$ cat src/rtl/bar_level_conv_pkg.sv
// Shared widths, limits and FSM encoding for the FFT magnitude to bar-height converter.
package bar_level_conv_pkg;

   localparam int unsigned MAG_W    = 24;
   localparam int unsigned BAR_W    = 7;
   localparam int unsigned BAR_MAX  = (2 ** BAR_W) - 1;
   localparam int unsigned FRAC_W   = 3;
   localparam int unsigned OFFSET   = 64;
   localparam int unsigned N_BARS   = 800;
   localparam int unsigned ADDR_W   = 10;
   localparam int unsigned HOLD_CYC = 4;
   localparam int unsigned EXP_W    = $clog2(MAG_W);
   localparam int unsigned H_W      = EXP_W + FRAC_W + 2;
   localparam int unsigned HOLD_W   = $clog2(HOLD_CYC);

   typedef enum logic [2:0] {
      IDLE = 3'd0,
      CONV = 3'd1,
      NEWF = 3'd2,
      GAP  = 3'd3,
      EMIT = 3'd4,
      HOLD = 3'd5
   } state_t;

endpackage

$ cat src/rtl/bar_level_conv_lod.sv
// Leading-one detector: registered log2 exponent plus the FRAC_W bits just below the MSB.
module log2_lod
   import bar_level_conv_pkg::*;
(
   input  logic              clk,
   input  logic              rst_n,
   input  logic [MAG_W-1:0]  data,
   output logic [EXP_W-1:0]  expo,
   output logic [FRAC_W-1:0] mant,
   output logic              zero
);

   logic [EXP_W-1:0]  expo_c;
   logic [FRAC_W-1:0] mant_c;

   always_comb begin
      expo_c = '0;
      for (int i = 0; i < MAG_W; i++) begin
         if (data[i]) expo_c = EXP_W'(i);
      end
      // Align so the MSB lands just above the mantissa field; low bits zero-fill.
      if (expo_c >= EXP_W'(FRAC_W))
         mant_c = FRAC_W'(data >> (expo_c - EXP_W'(FRAC_W)));
      else
         mant_c = FRAC_W'(data << (EXP_W'(FRAC_W) - expo_c));
   end

   always_ff @(posedge clk or negedge rst_n) begin
      if (!rst_n) begin
         expo <= '0;
         mant <= '0;
         zero <= 1'b1;
      end else begin
         expo <= expo_c;
         mant <= mant_c;
         zero <= (data == '0);
      end
   end

endmodule

$ cat src/rtl/bar_level_conv.sv
// Paces log-scaled bar heights into the peak-hold stage: one stable Bar per Start, NewFrame per frame.
module bar_level_conv
   import bar_level_conv_pkg::*;
(
   input  logic             Clock,
   input  logic             Reset_n,
   input  logic             MagValid,
   output logic             MagReady,
   input  logic [MAG_W-1:0] MagData,
   input  logic             MagLast,
   output logic [BAR_W-1:0] Bar,
   output logic             Start,
   output logic             NewFrame,
   output logic             OverrunErr
);

   state_t              state_q, state_d;
   logic                phase_q, phase_d;
   logic [HOLD_W-1:0]   hold_q, hold_d;
   logic [ADDR_W-1:0]   bar_cnt_q, bar_cnt_d;
   logic                first_q, first_d;
   logic                overrun_d, ready_d, start_d, newf_d;
   logic [MAG_W-1:0]    data_q;
   logic                last_q;
   logic                xfer;
   logic [EXP_W-1:0]    expo;
   logic [FRAC_W-1:0]   mant;
   logic                zero;
   logic signed [H_W-1:0] h_c;
   logic [BAR_W-1:0]    bar_c;

   assign xfer = MagValid & MagReady;

   log2_lod u_lod (
      .clk   (Clock),
      .rst_n (Reset_n),
      .data  (data_q),
      .expo  (expo),
      .mant  (mant),
      .zero  (zero)
   );

   // Noise-floor offset and clamp into the bar range.
   always_comb begin
      h_c = $signed(H_W'({expo, mant})) - $signed(H_W'(OFFSET));
      if (zero || h_c[H_W-1])
         bar_c = '0;
      else if (h_c > $signed(H_W'(BAR_MAX)))
         bar_c = BAR_W'(BAR_MAX);
      else
         bar_c = BAR_W'(h_c);
   end

   always_comb begin
      state_d   = state_q;
      phase_d   = 1'b0;
      hold_d    = '0;
      bar_cnt_d = bar_cnt_q;
      first_d   = first_q;
      overrun_d = OverrunErr;
      case (state_q)
         IDLE: if (xfer) state_d = CONV;
         CONV: begin
            phase_d = 1'b1;
            if (phase_q) begin
               phase_d = 1'b0;
               state_d = first_q ? NEWF : EMIT;
               if (first_q) first_d = 1'b0;
            end
         end
         NEWF: state_d = GAP;
         GAP:  state_d = EMIT;
         EMIT: state_d = HOLD;
         HOLD: begin
            hold_d = hold_q + 1'b1;
            if (hold_q == HOLD_W'(HOLD_CYC - 2)) state_d = IDLE;
         end
         default: state_d = IDLE;
      endcase
      // Counter/frame bookkeeping is registered with Start so OverrunErr shows on that Start.
      if (state_d == EMIT) begin
         if (last_q || (bar_cnt_q == ADDR_W'(N_BARS - 1))) begin
            bar_cnt_d = '0;
            first_d   = 1'b1;
         end else begin
            bar_cnt_d = bar_cnt_q + 1'b1;
         end
         if (!last_q && (bar_cnt_q == ADDR_W'(N_BARS - 1))) overrun_d = 1'b1;
      end
      ready_d = (state_d == IDLE);
      start_d = (state_d == EMIT);
      newf_d  = (state_d == NEWF);
   end

   always_ff @(posedge Clock or negedge Reset_n) begin
      if (!Reset_n) begin
         state_q    <= IDLE;
         phase_q    <= 1'b0;
         hold_q     <= '0;
         bar_cnt_q  <= '0;
         first_q    <= 1'b1;
         data_q     <= '0;
         last_q     <= 1'b0;
         Bar        <= '0;
         Start      <= 1'b0;
         NewFrame   <= 1'b0;
         MagReady   <= 1'b0;
         OverrunErr <= 1'b0;
      end else begin
         state_q    <= state_d;
         phase_q    <= phase_d;
         hold_q     <= hold_d;
         bar_cnt_q  <= bar_cnt_d;
         first_q    <= first_d;
         Start      <= start_d;
         NewFrame   <= newf_d;
         MagReady   <= ready_d;
         OverrunErr <= overrun_d;
         if (xfer) begin
            data_q <= MagData;
            last_q <= MagLast;
         end
         if (state_q == CONV && phase_q) Bar <= bar_c;
      end
   end

endmodule
$ cat config.mk
export PLATFORM = sky130hd
export DESIGN_NAME = bar_level_conv
export DESIGN_NICKNAME = d
export VERILOG_FILES = /design/src/rtl/bar_level_conv_pkg.sv /design/src/rtl/bar_level_conv_lod.sv /design/src/rtl/bar_level_conv.sv
export SDC_FILE = /design/constraint.sdc
export NUM_CORES = 1
export LEC_CHECK = 0
export CAP_MARGIN = 10
export CORE_MARGIN = 1
export CORE_UTILIZATION = 30
export DETAILED_ROUTE_END_ITERATION = 7
export PLACE_DENSITY_LB_ADDON = 0.15
export SLEW_MARGIN = 20
export SYNTH_ARGS = -nofsm -noshare
export SYNTH_HDL_FRONTEND = slang
export SYNTH_SLANG_ARGS = --single-unit
export TNS_END_PERCENT = 20
$ cat constraint.sdc
create_clock -name Clock -period 3.32 [get_ports Clock]
set_clock_uncertainty 0.1 [all_clocks]
set_input_delay 0.664 -clock Clock [delete_from_list [all_inputs] [get_ports Clock]]
set_output_delay 0.664 -clock Clock [all_outputs]
set_load 0.005 [all_outputs]
==> results of run 1 <==
-- critical path: stages, from the launching register on --
cell,delay (ns)
dfrtp_2,0.46
nor4_2,0.30
o31ai_2,0.11
o311ai_0,0.12
a32o_2,0.28
inv_1,0.10
ha_1,0.23
xnor2_2,0.19
mux4_2,0.51
and2_0,0.16
a211o_1,0.26
a31o_1,0.22
-- metrics by stage --
stage	power (mW)	util (%)	hold WS, ns	setup slack [ns]	TNS (ns)
after floorplan	3.13	-	0.268	0.0283	0
after CTS	5.10	40.4	0.248	0.152	0
final	5.24	40.9	0.226	0.146	0
after detailed placement	3.97	37.1	0.331	0.173	0
after global placement	3.96	37.1	0.324	0.234	0
after global routing	5.60	40.9	0.274	-0.000444	-0.000444
-- state kept, by name, indices dropped and copies added (netlist names), 2 cells and up --
signal      count
Bar             7
bar_cnt_q      10
data_q         24
hold_q          2
state_q         3
u_lod.expo      5
u_lod.mant      3
-- cell type report --
| type | count | share of cell area [%] |
|---|---|---|
| multi-input combinational | 247 | 40.0 |
| sequential | 62 | 34.6 |
| clock inverter | 5 | 2.34 |
| timing repair buffer | 60 | 12.4 |
| tap | 140 | 3.90 |
| inverter | 14 | 1.17 |
| clock buffer | 11 | 5.62 |
-- worst min path at each step --
| stage | startpoint | to | slack (ns) | cells past startpoint |
|---|---|---|---|---|
| after CTS | Reset_n | hold_q[1]$_DFF_PN0_ | 0.25 | 2 |
| final | Reset_n | hold_q[0]$_DFF_PN0_ | 0.23 | 2 |
| after global routing | Reset_n | hold_q[0]$_DFF_PN0_ | 0.27 | 2 |
| after detailed placement | hold_q[0]$_DFF_PN0_ | hold_q[0]$_DFF_PN0_ | 0.33 | 1 |
| after floorplan | Reset_n | Bar[0]$_DFFE_PN0P_ | 0.27 | 0 |
| after global placement | hold_q[0]$_DFF_PN0_ | hold_q[0]$_DFF_PN0_ | 0.32 | 1 |
-- metal layers --
layer	wire [um]	global-route usage [%]	share of wire, %
met3	292	3.23	3.7
met1	3750	19.9	48
met4	184	7.82	2.3
met2	3610	23.3	46
met5	0	0	0
-- power by group through the flow --
stage / sequential [mW] / combinational (mW) / clock [mW]
2_1_floorplan: 1.30 / 1.83 / 0
3_3_place_gp: 1.41 / 2.55 / 0
3_5_place_dp: 1.41 / 2.56 / 0
4_1_cts: 1.40 / 2.57 / 1.14
5_1_grt: 1.47 / 2.97 / 1.16
6_report: 1.40 / 2.72 / 1.11
-- Yosys cell counts (6+ instances only) --
cell type / n / area (um2)
a21oi_1: 7 / 35.0
xor2_1: 7 / 61.3
nor4_1: 6 / 37.5
mux2_2: 27 / 304
nor2_1: 31 / 116
nand2b_1: 7 / 43.8
clkbuf_1: 10 / 37.5
nand3_1: 11 / 55.1
inv_1: 13 / 48.8
nand2_1: 25 / 93.8
mux2i_1: 12 / 120
ha_1: 6 / 75.1
nor3_1: 8 / 40.0
dfrtp_1: 60 / 1500
o21ai_0: 21 / 105
-- cell families (layout without fill, tap and decap cells) --
group,Yosys count,in the layout
AND/OR/NAND/NOR,123,123
AO/OA/AOI/OAI,63,63
flip-flops,62,62
multiplexers,44,44
buffers and inverters,27,90
XOR/XNOR,11,11
adder cells (fa/ha/maj),6,6
-- repair_timing --
item / in CTS / in global routing
endpoints found under the setup margin: 0 / 3
setup buffers: 0 / 4
gates resized for setup: 0 / 7
hold endpoints to repair: 0 / 0
==> parameters.txt, run 1 <==
Parameter                              Value

Setup path
  Critical path class ... reg -> reg
  Launching point of the worst reg2reg path ... data_q[11]$_DFFE_PN0P_
  Category of the worst setup path capture point ... register
  Flop-to-flop setup slack ... 0.15 ns
  Category of the worst setup path launch point ... register
  Data required time of the critical path ... 3.43 ns
  Signal arrival time at the worst endpoint ... 3.28 ns
  Maximum fanout encountered on the critical timing path ... 7
  Crit. Startpoint ... data_q[11]$_DFFE_PN0P_
  Reg-to-reg critical path endpoint ... u_lod.mant[0]$_DFF_PN0_
  Critical Path Sink ... u_lod.mant[0]$_DFF_PN0_
  Worst Reg2Reg Path Length in Cells ... 11

Floorplan
  Area of the placeable core ... 0.0110 mm2
  Height of the die ... 109 um
  Chip Width ... 109 um
  Starting density of the core ... 31.1%
  Std cell rows ... 38
  I/O pins ... 39
  Die area ... 0.0118 mm2

Power
  Logic gate share of total power ... 52.0%
  Net Switching ... 2.00 mW
  Clock power frac ... 21.2%
  Sequential Power Share ... 26.8%
  VDD IR-drop max ... 0.550 mV
  Internal power consumption ... 3.24 mW
  Power density relative to cell area ... 1160 mW/mm2
  Switching part of the total power ... 38.1%
  Static Leakage ... 1.94 nW

Global route
  First-pass GRT wire length ... 13400 um
  GR Overflow Total ... 0
  Vias in the first global route ... 2642
  Antenna violations before repair ... 0
  Pin count of the biggest net entering global routing ... 63
  Global Route Usage Sum ... 15.1%

Synth
  Synthesized-area fraction occupied by ao, oa, aoi and oai cells ... 12.8%
  Parity-gate share of the synthesized area counting xor and xnor cells ... 2.82%
  Share of synthesized cell area in full adder, half adder and majority cells ... 2.20%
  Synth cell types ... 57
  Syn Std Cell Area ... 0.00341 mm2
  Simple-gate share of the synthesized area ... 18.5%
  Share of the yosys chip area belonging to registers ... 45.5%
  Fraction of synthesis flops using an asynchronous set or reset pin ... 100%
  #FFs+latches synth ... 62
  Number of synthesized flops with an enable pin ... 0
  Yosys warnings ... 0
  Main combinational cell family by area after synthesis ... simple AND/OR/NAND/NOR gates
  Post-Synthesis Net Count ... 370
  Multiplexer fraction of the synthesized cell area ... 15.1%
  Gate count after technology mapping ... 336
  Primary FF master, synth ... dfrtp_1
  Mean area per synthesized cell ... 10.2 um2

STA
  Hold Vio Cnt, Final ... 0
  Pin slew with the least headroom to its limit ... 0.691 ns
  Worst-case headroom to the max-slew limit ... 53.7%
  Setup-violating endpoint count in the final report ... 0
  Pins over their slew limit ... 0
  Post-layout minimum cycle time ... 3.17 ns
  Max Clk Rate ... 0.315 GHz
  Final Cycle Share ... 95.6%

Finish
  Area occupied by multi-input gates ... 0.00180 mm2
  Share of final-layout standard cells stronger than drive strength 1 ... 22.3%
  Antenna diode count ... 0
  Most common cell after layout, fill and taps aside ... dfrtp_1
  Final standard cell area without fillers ... 0.00449 mm2
  Final cell count without fillers ... 539
  Sequential standard cell area ... 0.00156 mm2
  Filler Cell Count ... 1081
  # nets final ... 428
  Area Overhead vs Synth ... 31.6%
  Most frequent cells in the layout ... 59 x dfrtp_1, 37 x clkdlybuf4s50_1, 31 x nor2_1, 27 x mux2_2, 25 x nand2_1

Clock tree
  Clock tree from TritonCTS ... built
  Root buffer cell ... clkbuf_16
  Clock transition at the registers of the reported paths ... 0.06 ns
  Clock latency on the worst-skew pair ... 0.33 ns
  Longest Clk Path Bufs ... 2
  Number of sinks driven by the clock tree ... 62
  H-tree Lvls ... 3
  Hold-fix buffer count after cts ... 0
  Clock buffers created by TritonCTS ... 9

Drt
  DRC violations left ... 0
  Total vias in the final route ... 2692
  Initial detailed-routing violation count ... 167
  Router iterations before antenna repair ... 4
  Drt via density ... 4.99
  WL final ... 7840 um
  Antenna violation net count after detailed routing ... 0
  WL per Instance ... 14.6 um

Placement
  Half-perimeter wire length after detailed placement ... 5730 um
  Quantity of I/O buffers inserted on ports ... 38
  Placer's final routability congestion estimate ... 0.895
  Cell count after placement ... 519
  Post-Place Cell Area ... 0.00408 mm2

Flow run
  # Max-Cap Violations ... 0

Run status
  Run status ... complete, no violations

Worst hold path
  Min-delay worst type ... in -> async
(Power assumes the default switching activity.)
==> run 2, diff against run 1 <==
- CTS_CLUSTER_SIZE: unset -> 25
- HOLD_SLACK_MARGIN: unset -> 0.03
- RECOVER_POWER: unset -> 25
==> parameters.txt, run 2 (same netlist as run 1, synthesis figures left out) <==
Parameter                              Value

Global route
  GR Overflow Total ... 0
  Global Route Usage Sum ... 15.1%
  Vias in the first global route ... 2642
  Pin count of the biggest net entering global routing ... 63
  First-pass GRT wire length ... 13400 um
  Antenna violations before repair ... 0

Setup path
  Standard cell with the maximum stage delay on the critical path ... mux4_2
  Critical path class ... reg -> reg
  Launching point of the worst reg2reg path ... data_q[11]$_DFFE_PN0P_
  Category of the worst setup path capture point ... register
  Worst Reg2Reg Path Length in Cells ... 11
  Flop-to-flop setup slack ... 0.15 ns
  Reg-to-reg critical path endpoint ... u_lod.mant[0]$_DFF_PN0_
  Maximum fanout encountered on the critical timing path ... 7
  Category of the worst setup path launch point ... register
  Data required time of the critical path ... 3.43 ns
  Critical-path cell list ... nor4_2 > o31ai_2 > o311ai_0 > a32o_2 > inv_1 > ha_1 > xnor2_2 > mux4_2 > and2_0 > a211o_1 > a31o_1
  Signal arrival time at the worst endpoint ... 3.28 ns
  Stage delay of the slowest cell on the critical path ... 0.51 ns

STA
  Pins over their slew limit ... 63
  Post-layout minimum cycle time ... 3.17 ns
  Hold Vio Cnt, Final ... 0
  Final Cycle Share ... 95.6%
  Max Clk Rate ... 0.315 GHz
  Worst Setup Slack, final ... 0.146 ns
  Setup-violating endpoint count in the final report ... 0
  Worst-case headroom to the max-slew limit ... -3.28%
  Pin slew with the least headroom to its limit ... 1.55 ns
  Sum of negative setup slack ... 0 ns

Finish
  Most frequent cells in the layout ... 59 x dfrtp_1, 37 x clkdlybuf4s50_1, 31 x nor2_1, 27 x mux2_2, 25 x nand2_1
  Top reg by flops ... data_q
  Largest register FFs ... 24
  Final standard cell area without fillers ... 0.00448 mm2
  Share of final-layout standard cells stronger than drive strength 1 ... 22.3%
  Antenna diode count ... 0
  Most common cell after layout, fill and taps aside ... dfrtp_1
  Filler Cell Count ... 1083
  # nets final ... 428
  Registers with the most flip-flops ... data_q: 24 flops, bar_cnt_q: 10 flops, Bar: 7 flops
  Area Overhead vs Synth ... 31.2%

Power
  Power density relative to cell area ... 1170 mW/mm2
  Static Leakage ... 1.94 nW
  VDD IR-drop max ... 0.550 mV

Clock tree
  Longest Clk Path Bufs ... 2
  Hold-fix buffer count after cts ... 0
  Clock buffers created by TritonCTS ... 9
  Clock tree from TritonCTS ... built
  Root buffer cell ... clkbuf_16
  Number of sinks driven by the clock tree ... 62
  Clock transition at the registers of the reported paths ... 0.06 ns
  Clock latency on the worst-skew pair ... 0.33 ns
  H-tree Lvls ... 3

Floorplan
  Std cell rows ... 38
  I/O pins ... 39
  Die area ... 0.0118 mm2
  Starting density of the core ... 31.1%
  Chip Width ... 109 um
  Height of the die ... 109 um
  Area of the placeable core ... 0.0110 mm2

Worst hold path
  Worst hold endpoint ... hold_q[0]$_DFF_PN0_
  Startpoint of the worst hold path ... hold_q[0]$_DFF_PN0_
  Min-delay worst type ... reg -> reg
  Count of cells along the worst hold path ... 1

Flow run
  # Max-Cap Violations ... 1

Placement
  Placer's final routability congestion estimate ... 0.895
  Quantity of I/O buffers inserted on ports ... 38
  Post-Place Cell Area ... 0.00408 mm2
  Pre-CTS setup slack ... 0.173 ns
  Half-perimeter wire length after detailed placement ... 5730 um

Drt
  DRC violations left ... 0
  Antenna violation net count after detailed routing ... 0
  Drt via density ... 4.99
  Router iterations before antenna repair ... 4
  Initial detailed-routing violation count ... 167
  WL final ... 7840 um
  WL per Instance ... 14.6 um
  Total vias in the final route ... 2692

Run status
  Run status ... finished, violations left
  Violations in the final reports ... capacitance limit, slew limit
run 2: cell types whose count changed in the layout (fill, tap and decap cells not counted), sizes merged:
cell / change
buf: -1
clkbuf: +1
run 2: worst max-delay path: cells and delay by family, from the launching register on:
family	cells	cell delay [ns]
AOI/OAI and AO/OA	5	0.99
xor gates and xnor gates	1	0.19
adders and majority gates	1	0.23
buffers and inverters	1	0.10
DFF	1	0.46
muxes	1	0.51
and+or+nand+nor	2	0.46
run 2: area by class of cell:
cell class              instances  area (um2)  share of cell area [%]
clock inverters                 5         105                    2.35
inverters                      14        52.6                    1.17
repair buffers                 60         542                    12.1
multi-input cells             247        1800                    40.1
well taps                     140         175                    3.91
flip-flops and latches         62        1560                    34.7
clock buffers                  11         253                    5.64
run 2: routing by layer:
layer | global-route usage (%) | vias to the layer above | routed length [um]
met3 | 3.23 | 12 | 292
li1 | - | 1330 | -
met4 | 7.82 | 0 | 184
met2 | 23.3 | 52 | 3610
met5 | 0 | - | 0
met1 | 19.9 | 1298 | 3750
run 2: worst max path at each step:
stage                           start                      end
4_1_cts         data_q[4]$_DFFE_PN0P_  u_lod.mant[0]$_DFF_PN0_
5_1_grt         data_q[4]$_DFFE_PN0P_  u_lod.mant[0]$_DFF_PN0_
3_3_place_gp    data_q[6]$_DFFE_PN0P_  u_lod.mant[1]$_DFF_PN0_
2_1_floorplan  data_q[19]$_DFFE_PN0P_  u_lod.mant[0]$_DFF_PN0_
6_report       data_q[11]$_DFFE_PN0P_  u_lod.mant[0]$_DFF_PN0_
3_5_place_dp    data_q[4]$_DFFE_PN0P_  u_lod.mant[0]$_DFF_PN0_
run 2: repair_timing:
item / in CTS / in global routing
resized for setup: 0 / 7
endpoints found under the setup margin: 0 / 3
buffers inserted: 0 / 4
run 2: stage by stage:
| stage | cells | utilization [%] | power (mW) | hold WS [ns] |
|---|---|---|---|---|
| after global placement | 519 | 37.1 | 3.96 | 0.324 |
| after floorplan | 336 | - | 3.13 | 0.268 |
| after global routing | 539 | 40.8 | 5.60 | 0.355 |
| after CTS | 535 | 40.4 | 5.10 | 0.248 |
| after detailed placement | 519 | 37.1 | 3.97 | 0.331 |
| final | 539 | 40.8 | 5.23 | 0.337 |
run 2: power breakdown:
group | internal (mW) | total (mW) | switching [mW]
Clock | 0.773 | 1.11 | 0.336
Sequential | 1.06 | 1.40 | 0.340
Combinational | 1.40 | 2.72 | 1.32
Total | 3.24 | 5.23 | 1.99
==> run 3, diff against run 2 <==
- CELL_PAD_IN_SITES_DETAIL_PLACEMENT: unset -> 1
- CELL_PAD_IN_SITES_GLOBAL_PLACEMENT: unset -> 1
- MAX_ROUTING_LAYER: unset -> met4
==> parameters.txt, run 3 (same netlist as run 1, synthesis figures left out) <==
Parameter                              Value

Drt
  WL final ... 8620 um
  Antenna violation net count after detailed routing ... 0
  Initial detailed-routing violation count ... 106
  WL per Instance ... 16.0 um
  DRC violations left ... 0
  Drt via density ... 5.08
  Router iterations before antenna repair ... 4
  Total vias in the final route ... 2731

Clock tree
  Clock tree from TritonCTS ... built
  Root buffer cell ... clkbuf_16
  Clock transition at the registers of the reported paths ... 0.06 ns
  H-tree Lvls ... 3
  Longest Clk Path Bufs ... 2
  Number of sinks driven by the clock tree ... 62
  Clock latency on the worst-skew pair ... 0.32 ns
  Clock buffers created by TritonCTS ... 9

Placement
  Half-perimeter wire length after detailed placement ... 6290 um
  Pre-CTS setup slack ... 0.142 ns
  Cell count after placement ... 522
  Placer's final routability congestion estimate ... 0.845
  Quantity of I/O buffers inserted on ports ... 38

Finish
  Largest register FFs ... 24
  Filler Cell Count ... 1225
  # nets final ... 427
  Registers with the most flip-flops ... data_q: 24 flops, bar_cnt_q: 10 flops, Bar: 7 flops
  Most frequent cells in the layout ... 59 x dfrtp_1, 37 x clkdlybuf4s50_1, 31 x nor2_1, 27 x mux2_2, 25 x nand2_1
  Antenna diode count ... 0
  Area Overhead vs Synth ... 29.9%
  Most common cell after layout, fill and taps aside ... dfrtp_1
  Final cell count without fillers ... 538
  Share of final-layout standard cells stronger than drive strength 1 ... 21.4%
  Core occupancy in the finished layout ... 40.4%
  Top reg by flops ... data_q

Run status
  Run status ... complete, no violations

STA
  Worst-case headroom to the max-slew limit ... 19.8%
  Max Clk Rate ... 0.312 GHz
  Setup-violating endpoint count in the final report ... 0
  Pins over their slew limit ... 0
  Hold Vio Cnt, Final ... 0
  Worst Setup Slack, final ... 0.116 ns
  Sum of negative setup slack ... 0 ns
  Pin slew with the least headroom to its limit ... 1.20 ns
  RSZ-0062 raised after global routing ... false
  Final Cycle Share ... 96.5%
  Post-layout minimum cycle time ... 3.20 ns

Floorplan
  Die area ... 0.0118 mm2
  Height of the die ... 109 um
  Starting density of the core ... 31.1%
  I/O pins ... 39
  Area of the placeable core ... 0.0110 mm2
  Std cell rows ... 38
  Chip Width ... 109 um

Power
  Power density relative to cell area ... 1150 mW/mm2
  Static Leakage ... 1.91 nW
  VDD IR-drop max ... 0.473 mV

Global route
  First-pass GRT wire length ... 14600 um
  Pin count of the biggest net entering global routing ... 48
  GR Overflow Total ... 0
  Antenna violations before repair ... 0
  Global Route Usage Sum ... 16.8%
  Vias in the first global route ... 2844

Flow run
  # Max-Cap Violations ... 0

Setup path
  Flop-to-flop setup slack ... 0.12 ns
  Signal arrival time at the worst endpoint ... 3.31 ns
  Data required time of the critical path ... 3.43 ns
  Critical path class ... reg -> reg
  Maximum fanout encountered on the critical timing path ... 8
  Category of the worst setup path launch point ... register
  Category of the worst setup path capture point ... register

Worst hold path
  Min-delay worst type ... reg -> reg
==> run 3: cell count changes in the layout (fill, tap and decap cells not counted), sizes merged <==
cell and delta:
clkinvlp +1, bufinv -1, buf -1
==> run 3: final timing paths <==
kind,startpoint,to,cells after the start
max,data_q[5]$_DFFE_PN0P_,u_lod.mant[0]$_DFF_PN0_,11
min,hold_q[0]$_DFF_PN0_,hold_q[0]$_DFF_PN0_,1
max reg2reg,data_q[5]$_DFFE_PN0P_,u_lod.mant[0]$_DFF_PN0_,11
min reg2reg,hold_q[0]$_DFF_PN0_,hold_q[0]$_DFF_PN0_,1
max in group asynchronous,Reset_n,data_q[19]$_DFFE_PN0P_,2
min in group asynchronous,Reset_n,hold_q[1]$_DFF_PN0_,1
==> run 3: report_power, final <==
group | leakage, nW | switching, mW | internal [mW] | total (mW)
registers | 0.762 | 0.336 | 1.06 | 1.40
logic | 1.00 | 1.33 | 1.33 | 2.67
clock network | 0.148 | 0.346 | 0.678 | 1.02
total | 1.91 | 2.01 | 3.07 | 5.09
==> run 3: per-stage QoR <==
stage	hold slack, ns	total power, mW	area (um2)
2_1_floorplan	0.268	3.13	3430
3_3_place_gp	0.328	4.03	4090
3_5_place_dp	0.338	4.04	4090
4_1_cts	0.346	5.10	4410
5_1_grt	0.370	5.47	4430
6_report	0.336	5.09	4430
==> run 3: critical path, cell delays in order, from the launching register on <==
cell and delay, ns:
dfrtp_1 0.48, inv_1 0.07, a221o_1 0.38, a211o_1 0.26
a21o_1 0.18, inv_2 0.07, ha_2 0.20, xnor2_2 0.16
mux4_2 0.53, and2_0 0.16, a211o_1 0.28, a31o_1 0.22
==> run 3: repair_timing <==
| action | in CTS | in global routing |
|---|---|---|
| endpoints found under the setup margin | 0 | 3 |
| buffers inserted | 0 | 0 |
| resized for setup | 0 | 5 |
| hold buffers | 0 | 0 |
==> run 3: final cells by class <==
class	count	area, um2	area share [%]
well taps	140	175	3.95
repair buffers	59	537	12.1
flip-flops and latches	62	1560	35.1
multi-input cells	247	1790	40.4
inverters	14	52.6	1.19
clock inverters	5	82.6	1.86
clock buffers	11	243	5.47
==> run 3: layer usage <==
metal | routed length (um) | global-route usage, %
met1 | 4260 | 21.5
met2 | 3990 | 26.6
met3 | 256 | 3.65
met4 | 116 | 5.02
met5 | 0 | -
